`src/rtl/id_operand_stage.sv`:
```
// id_operand_stage
// Decode-side operand stage sitting between the instruction decoder and EX.
//   * Resolves both source operands through NUM_FWD prioritised forwarding
//     sources (index 0 = youngest, EX).
//   * Requests a stall when an operand's winning forwarding source is a load.
//   * Resolves movn/movz write enables from the resolved second operand.
//   * Registers everything into the ID/EX pipeline register, with flush,
//     stall and bubble control.
// Optional feature: define ID_PERF_CNT_EN to add two saturating 32-bit
// performance counters (stall_cnt_o, issue_cnt_o).

module id_operand_stage #(
  parameter int DATA_W  = 32,
  parameter int ADDR_W  = 5,
  parameter int NUM_FWD = 2,
  parameter int AOP_W   = 8,
  parameter int ASEL_W  = 3
) (
  input  logic                        clk,
  input  logic                        rst,

  // Decoder side
  input  logic                        id_valid_i,
  input  logic                        reg1_read_i,
  input  logic                        reg2_read_i,
  input  logic [ADDR_W-1:0]           reg1_addr_i,
  input  logic [ADDR_W-1:0]           reg2_addr_i,
  input  logic [DATA_W-1:0]           imm_i,
  input  logic [AOP_W-1:0]            aluop_i,
  input  logic [ASEL_W-1:0]           alusel_i,
  input  logic [ADDR_W-1:0]           wd_i,
  input  logic                        wreg_i,
  input  logic [1:0]                  cond_mov_i,

  // Register file read data
  input  logic [DATA_W-1:0]           reg1_data_i,
  input  logic [DATA_W-1:0]           reg2_data_i,

  // Forwarding sources, slice i belongs to source i
  input  logic [NUM_FWD-1:0]          fwd_wreg_i,
  input  logic [NUM_FWD*ADDR_W-1:0]   fwd_wd_i,
  input  logic [NUM_FWD*DATA_W-1:0]   fwd_wdata_i,
  input  logic [NUM_FWD-1:0]          fwd_load_i,

  // Pipeline control
  input  logic                        stall_i,
  input  logic                        flush_i,

  // Combinational outputs
  output logic [ADDR_W-1:0]           reg1_addr_o,
  output logic [ADDR_W-1:0]           reg2_addr_o,
  output logic                        stallreq_o,

  // ID/EX pipeline register
  output logic                        ex_valid_o,
  output logic [AOP_W-1:0]            ex_aluop_o,
  output logic [ASEL_W-1:0]           ex_alusel_o,
  output logic [DATA_W-1:0]           ex_reg1_o,
  output logic [DATA_W-1:0]           ex_reg2_o,
  output logic [ADDR_W-1:0]           ex_wd_o,
  output logic                        ex_wreg_o
`ifdef ID_PERF_CNT_EN
  ,
  output logic [31:0]                 stall_cnt_o,
  output logic [31:0]                 issue_cnt_o
`endif
);

  // Conditional-move encodings of cond_mov_i
  typedef enum logic [1:0] {
    CMOV_NONE = 2'b00,
    CMOV_MOVN = 2'b01,
    CMOV_MOVZ = 2'b10,
    CMOV_RSVD = 2'b11
  } cmov_e;

  // A resolved operand: its value, and whether it came from a load whose
  // data is not available yet.
  typedef struct packed {
    logic [DATA_W-1:0] data;
    logic              load;
  } operand_t;

  // Contents of the ID/EX pipeline register
  typedef struct packed {
    logic              valid;
    logic [AOP_W-1:0]  aluop;
    logic [ASEL_W-1:0] alusel;
    logic [DATA_W-1:0] reg1;
    logic [DATA_W-1:0] reg2;
    logic [ADDR_W-1:0] wd;
    logic              wreg;
  } ex_t;

  localparam ex_t EX_BUBBLE = '0;

  // Resolve one operand. The scan runs from the oldest source down to the
  // youngest so that the last assignment, i.e. the youngest match, wins.
  // Register 0 is hard-wired to zero and is never forwarded nor stalled on.
  function automatic operand_t resolve_operand(
    input logic                      rd,
    input logic [ADDR_W-1:0]         addr,
    input logic [DATA_W-1:0]         rf_data,
    input logic [DATA_W-1:0]         imm,
    input logic [NUM_FWD-1:0]        f_wreg,
    input logic [NUM_FWD*ADDR_W-1:0] f_wd,
    input logic [NUM_FWD*DATA_W-1:0] f_wdata,
    input logic [NUM_FWD-1:0]        f_load
  );
    operand_t res;
    res.data = imm;
    res.load = 1'b0;
    if (rd) begin
      if (addr == '0) begin
        res.data = '0;
      end else begin
        res.data = rf_data;
        for (int i = NUM_FWD - 1; i >= 0; i--) begin
          if (f_wreg[i] && (f_wd[i*ADDR_W +: ADDR_W] == addr)) begin
            res.data = f_wdata[i*DATA_W +: DATA_W];
            res.load = f_load[i];
          end
        end
      end
    end
    return res;
  endfunction

  operand_t op1;
  operand_t op2;
  logic     load_use;
  logic     wreg_res;
  logic     capture_en;
  ex_t      ex_q;
  ex_t      ex_next;

  // Regfile addresses go straight out so the read happens this cycle
  assign reg1_addr_o = reg1_addr_i;
  assign reg2_addr_o = reg2_addr_i;

  // Operand resolution through the forwarding network
  always_comb begin
    op1 = resolve_operand(reg1_read_i, reg1_addr_i, reg1_data_i, imm_i,
                          fwd_wreg_i, fwd_wd_i, fwd_wdata_i, fwd_load_i);
    op2 = resolve_operand(reg2_read_i, reg2_addr_i, reg2_data_i, imm_i,
                          fwd_wreg_i, fwd_wd_i, fwd_wdata_i, fwd_load_i);
  end

  // A valid instruction whose winning source is a pending load must wait;
  // this is independent of stall_i so upstream keeps holding ID.
  assign load_use   = id_valid_i && (op1.load || op2.load);
  assign stallreq_o = load_use;

  // Conditional-move write enable, decided on the resolved second operand
  always_comb begin
    // NOTE: every always_comb output gets a default first so no path can
    // leave it unassigned and infer a latch.
    wreg_res = wreg_i;
    case (cmov_e'(cond_mov_i))
      CMOV_NONE: wreg_res = wreg_i;
      CMOV_MOVN: wreg_res = wreg_i && (op2.data != '0);
      CMOV_MOVZ: wreg_res = wreg_i && (op2.data == '0);
      CMOV_RSVD: wreg_res = 1'b0;
      default:   wreg_res = 1'b0;
    endcase
  end

  // An instruction is issued into EX only when nothing blocks it
  assign capture_en = !flush_i && !stall_i && !load_use && id_valid_i;

  // Next pipeline-register value: flush > stall > load-use > invalid > capture
  always_comb begin
    ex_next = ex_q;
    if (flush_i) begin
      ex_next = EX_BUBBLE;
    end else if (stall_i) begin
      ex_next = ex_q;
    end else if (load_use || !id_valid_i) begin
      ex_next = EX_BUBBLE;
    end else begin
      ex_next.valid  = 1'b1;
      ex_next.aluop  = aluop_i;
      ex_next.alusel = alusel_i;
      ex_next.reg1   = op1.data;
      ex_next.reg2   = op2.data;
      ex_next.wd     = wd_i;
      ex_next.wreg   = wreg_res;
    end
  end

  // ID/EX pipeline register, cleared to a bubble by reset
  always_ff @(posedge clk or negedge rst) begin
    // NOTE: sequential state uses non-blocking assignments so every register
    // samples pre-edge values regardless of process ordering.
    if (!rst) begin
      ex_q <= EX_BUBBLE;
    end else begin
      ex_q <= ex_next;
    end
  end

  assign ex_valid_o  = ex_q.valid;
  assign ex_aluop_o  = ex_q.aluop;
  assign ex_alusel_o = ex_q.alusel;
  assign ex_reg1_o   = ex_q.reg1;
  assign ex_reg2_o   = ex_q.reg2;
  assign ex_wd_o     = ex_q.wd;
  assign ex_wreg_o   = ex_q.wreg;

`ifdef ID_PERF_CNT_EN
  logic [31:0] stall_cnt_q;
  logic [31:0] issue_cnt_q;

  // Saturating counters of load-use stall cycles and issued instructions
  always_ff @(posedge clk or negedge rst) begin
    if (!rst) begin
      stall_cnt_q <= '0;
      issue_cnt_q <= '0;
    end else begin
      if (load_use && !flush_i && (stall_cnt_q != '1)) begin
        stall_cnt_q <= stall_cnt_q + 32'd1;
      end
      if (capture_en && (issue_cnt_q != '1)) begin
        issue_cnt_q <= issue_cnt_q + 32'd1;
      end
    end
  end

  assign stall_cnt_o = stall_cnt_q;
  assign issue_cnt_o = issue_cnt_q;
`else
  // Without the counters the issue condition has no consumer
  logic unused_capture_en;
  assign unused_capture_en = capture_en;
`endif

endmodule

```
`config.mk`:
```
export PLATFORM = sky130hd
export DESIGN_NAME = id_operand_stage
export DESIGN_NICKNAME = d
export VERILOG_FILES = /design/src/rtl/id_operand_stage.sv
export SDC_FILE = /design/constraint.sdc
export NUM_CORES = 1
export LEC_CHECK = 0
export BUFFER_PORTS_ARGS = -buffer_cell sky130_fd_sc_hd__buf_2
export CORE_AREA = 2 2 116 118
export DETAILED_ROUTE_END_ITERATION = 10
export DIE_AREA = 0 0 118 120
export GPL_TIMING_DRIVEN = 0
export PLACE_DENSITY = 0.76
export SLEW_MARGIN = 5
export SYNTH_ARGS = -nofsm -noshare
export SYNTH_HDL_FRONTEND = slang
export SYNTH_SLANG_ARGS = --single-unit
```
`constraint.sdc`:
```
create_clock -name clk -period 2.6 [get_ports clk]
set_input_delay 0.26 -clock clk [delete_from_list [all_inputs] [get_ports clk]]
set_output_delay 0.26 -clock clk [all_outputs]
set_load 0.005 [all_outputs]
```
==> results.md <==
STA:
- The final worst-path cycle share is between 90 and 100%.
- The maximum frequency from static timing analysis is 0.385 GHz.
- Setup repair after global routing left no endpoint under its margin.
- The number of slew-limit violations in the final report is 0.
- In the post-route analysis, the smallest setup slack over all paths is 0.00405 ns.
- After layout, the minimum clock period comes to 2.60 ns.
- Setup total negative slack on the finished layout was measured at 0 ns.
- The clock arrives with 0 ns of skew.
- The number of endpoints failing setup at the final stage is 0.
- The headroom to the max-slew limit is ~58%.
- For the pin with the worst max-slew slack, the measured transition is 0.636 ns.
- The final-report hold violation count was 0.

Global route:
- The number of global-route vias before repair came to 6,486.
- The initial antenna violation count is 3.
- The global routing usage on met2 is between 50 and 60%.
- The remaining global-route overflow is 0.
- Entering global routing, the biggest net connects 68 pins.
- Global routing used 5.80% of the available met3 tracks.
- The global routing's busiest layer is met2.
- The first-pass GRT wire length is 36.3 mm.
- Global routing consumed, on the met1 layer, 43.8% of the routing resources.
- Global routing used 33.4% of the available tracks.

Placed design:
- The placed instances occupy a cell area of 7290 um2.
- The worst setup timing slack at the placement stage is -0.513 ns.
- The final weighted congestion in routability-driven placement is 0.993.
- Buffers placed on the I/O ports in this run total 300.
- The HPWL reported at the end of detailed placement is ~20 mm.
- The count of placed standard cells including taps is 1,145.

Worst setup path:
- The kind of critical path is in -> reg.
- The worst register-to-register path begins at ex_reg1_o[14]$_DFFE_PN0P_.
- The maximum net fanout on the critical path is 10.
- The data arrival time at the worst-slack endpoint is between 2 and 3 ns.
- Measured in cells, the most critical reg-to-reg path has a length of 1.
- The worst reg2reg path endpoint is ex_reg1_o[14]$_DFFE_PN0P_.
- For flop-to-flop paths, the worst setup slack is around 1.9 ns.
- The startpoint class of the critical path is an input port.
- STA puts the critical path data required time at around 2.8 ns.
- The worst setup path is captured at a flop.

Routing:
- The vias per cell is between 5 and 6.
- The number of remaining DRC errors is 0.
- The detailed router's first-iteration violation count is between 600 and 700.
- In this run the remaining antenna-violating nets after routing total 0.
- In the final routed layout, each cell accounts on average for about 21 um.
- The total vias in the final route is 6,688.
- The length of the first detailed-routing pass in iterations is 5.
- After detailed routing, the total wire length is ~24 mm.

Logic synthesis:
- Yosys attributes the largest share of cell area to dfrtp_1 (37%), a22o_1 (8.7%), mux2i_1 (6.0%).
- The synthesized net count is 880.
- The cell area after technology mapping is 5540 um2.
- After synthesis, the most frequently instantiated cells are dfrtp_1 (82), nand2_1 (79), o21ai_0 (64), a22o_1 (55), clkbuf_1 (40).
- The number of distinct library cells after synthesis is 48.
- The cell type with the largest total area after synthesis is dfrtp_1.
- After synthesis the netlist holds a flip-flop and latch count of a little over 80.
- The fraction of the yosys area taken by sequential cells is 37.1%.
- Counting flops with an async set or reset pin after synthesis yields a share of 100%.
- The most frequent cell after synthesis is dfrtp_1.
- The most used flip-flop cell after synthesis is dfrtp_1.
- The share of synthesized area in the top cell type comes to 37.1%.
- The synthesized design contains 0 enable-type register cells.
- Yosys printed 0 warnings.
- The mean post-synth cell area is 8.29 um2.
- The instance count of the mapped netlist is 668.

Layout:
- The cell area after layout is about 7700 um2.
- The post-layout utilization of the core is 59.0%.
- Of the cells placed in the final design, the portion with a size suffix greater than 1 is a little over a third.
- The area growth from synthesis to layout is 38.3%.
- The final standard cell count with taps included and fillers excluded is 1,164.
- The count of nets after finishing is 1,192.

Min path:
- The worst-case hold path end point is ex_aluop_o[4]$_DFFE_PN0P_.
- The startpoint identified for the worst hold timing path is aluop_i[4].
- The cell count of the worst hold path is 2.
- The path class of the tightest hold or removal check is in -> reg.

CTS:
- TritonCTS built the clock tree.
- Clock-pin slew was measured on the worst setup and hold paths at 0.07 ns.
- The clock drives 82 sinks.
- The clock passes through at most 2 buffers.
- The number of clock buffers inserted by TritonCTS is 9.
- CTS built an H-tree with a depth of 3.
- The clock reaches the later pin of the worst-skew pair after 0.34 ns.
- The CTS root buffer is clkbuf_16.
- The count of buffers added by post-CTS timing repair for setup is 0.

Floorplanning:
- The floorplan die height is 120 um.
- Pin placement for this block handled 303 I/O pins.
- The initial core utilization is 42.7%.
- The floorplan step defined a die boundary enclosing 14,200 um2.
- The floorplan row count is 42.
- The region available for standard cell placement spans between 10,000 and 15,000 um2.
- The width of the die is 118 um.

Job:
- The tool flagged a number of max-cap violations equal to 0.

Pwr:
- IR analysis of the VDD net gives a maximum drop of 338 uV.
- The total leakage power is 3.86 nW.
- For this design the ratio of total power to cell area is 471 nW/um2.

Outcome:
- The run finished with clean final reports.
[cell type report]
type                            count  area [um2]
Clock buffer                        9         225
Tap cell                          176         220
Buffer                             70         335
Multi-Input combinational cell    478        3030
Clock inverter                      7         105
Fill cell                        1263        5320
Inverter                           37         139
Sequential cell                    82        2050
Antenna cell                        3        7.51
Timing Repair Buffer              302        1540
[stage by stage]
| step | hold WS (ns) | total power [mW] |
|---|---|---|
| after global placement | 0.460 | 2.18 |
| after detailed placement | 0.148 | 2.20 |
| after floorplan | -0.0356 | 1.75 |
| final | 0.136 | 3.61 |
| after global routing | 0.143 | 3.76 |
| after CTS | 0.124 | 3.61 |
[worst max-delay path by stage]
| stage | slack, ns | startpoint | depth (start not counted) | end |
|---|---|---|---|---|
| finish | 0.004 | reg2_addr_i[1] | 11 | ex_wreg_o$_DFFE_PN0P_ |
| floorplan | 0.34 | reg2_addr_i[1] | 10 | ex_wreg_o$_DFFE_PN0P_ |
| global placement | -0.46 | reg1_addr_i[2] | 8 | ex_wd_o[0]$_DFFE_PN0P_ |
| detailed placement | -0.51 | reg1_addr_i[2] | 8 | ex_aluop_o[2]$_DFFE_PN0P_ |
| global route | 0.006 | reg2_addr_i[1] | 11 | ex_wreg_o$_DFFE_PN0P_ |
| CTS | 0.01 | reg2_addr_i[1] | 8 | ex_reg1_o[1]$_DFFE_PN0P_ |
[sequential cells by signal, indices dropped and copies added, names as in the netlist]
register	cells
ex_valid_o	1
ex_wd_o	5
ex_reg2_o	32
ex_reg1_o	32
ex_alusel_o	3
ex_aluop_o	8
ex_wreg_o	1
[per-layer routing]
metal	wire length, um	vias up
met2	11400	422
met5	0	-
met3	2070	54
met4	786	0
li1	-	3105
met1	9920	3107
[worst max-delay path, cell delays in order]
cell and delay (ns):
buf_2 0.14, or4_4 0.55, o21a_4 0.25, buf_2 0.22
o31ai_1 0.10, a31oi_1 0.14, a21oi_1 0.28, o2111ai_1 0.21
nor4_2 0.43, xor2_1 0.17, o21ai_1 0.08
[what timing repair did]
| action | in CTS | in global routing |
|---|---|---|
| hold endpoints to repair | 15 | 0 |
| hold buffers | 1 | 0 |
| gates resized for setup | 1 | 8 |
| endpoints found under the setup margin | 71 | 71 |
[cells by family (layout without fill, tap and decap cells)]
family | Yosys count | after routing | share of synthesized area (%)
simple gates | 150 | 150 | 13.0
mux | 33 | 33 | 5.96
fa+ha+maj | 2 | 2 | 0.452
flops | 82 | 82 | 37.1
compound gates | 272 | 272 | 31.7
xor+xnor | 21 | 21 | 3.32
buf+inv | 108 | 425 | 8.56
other cells | 0 | 3 | 0
[where the power goes]
part / total [mW] / leakage [nW] / switching, mW / internal, mW
Combinational: 0.839 / 2.58 / 0.493 / 0.346
Sequential: 1.36 / 1.12 / 0.0310 / 1.33
Clock: 1.41 / 0.159 / 0.555 / 0.858
[cell usage in the layout, fill, tap and decap left out, drive strengths merged, types with 23 or more instances in the layout]
cell,n
nand2,79
buf,331
nand3,24
a22o,55
o22ai,35
o21ai,92
dfrtp,82
clkbuf,49
mux2i,33
a21oi,32
a31oi,23
inv,40
No activity file was read; power rests on OpenSTA's default activity.
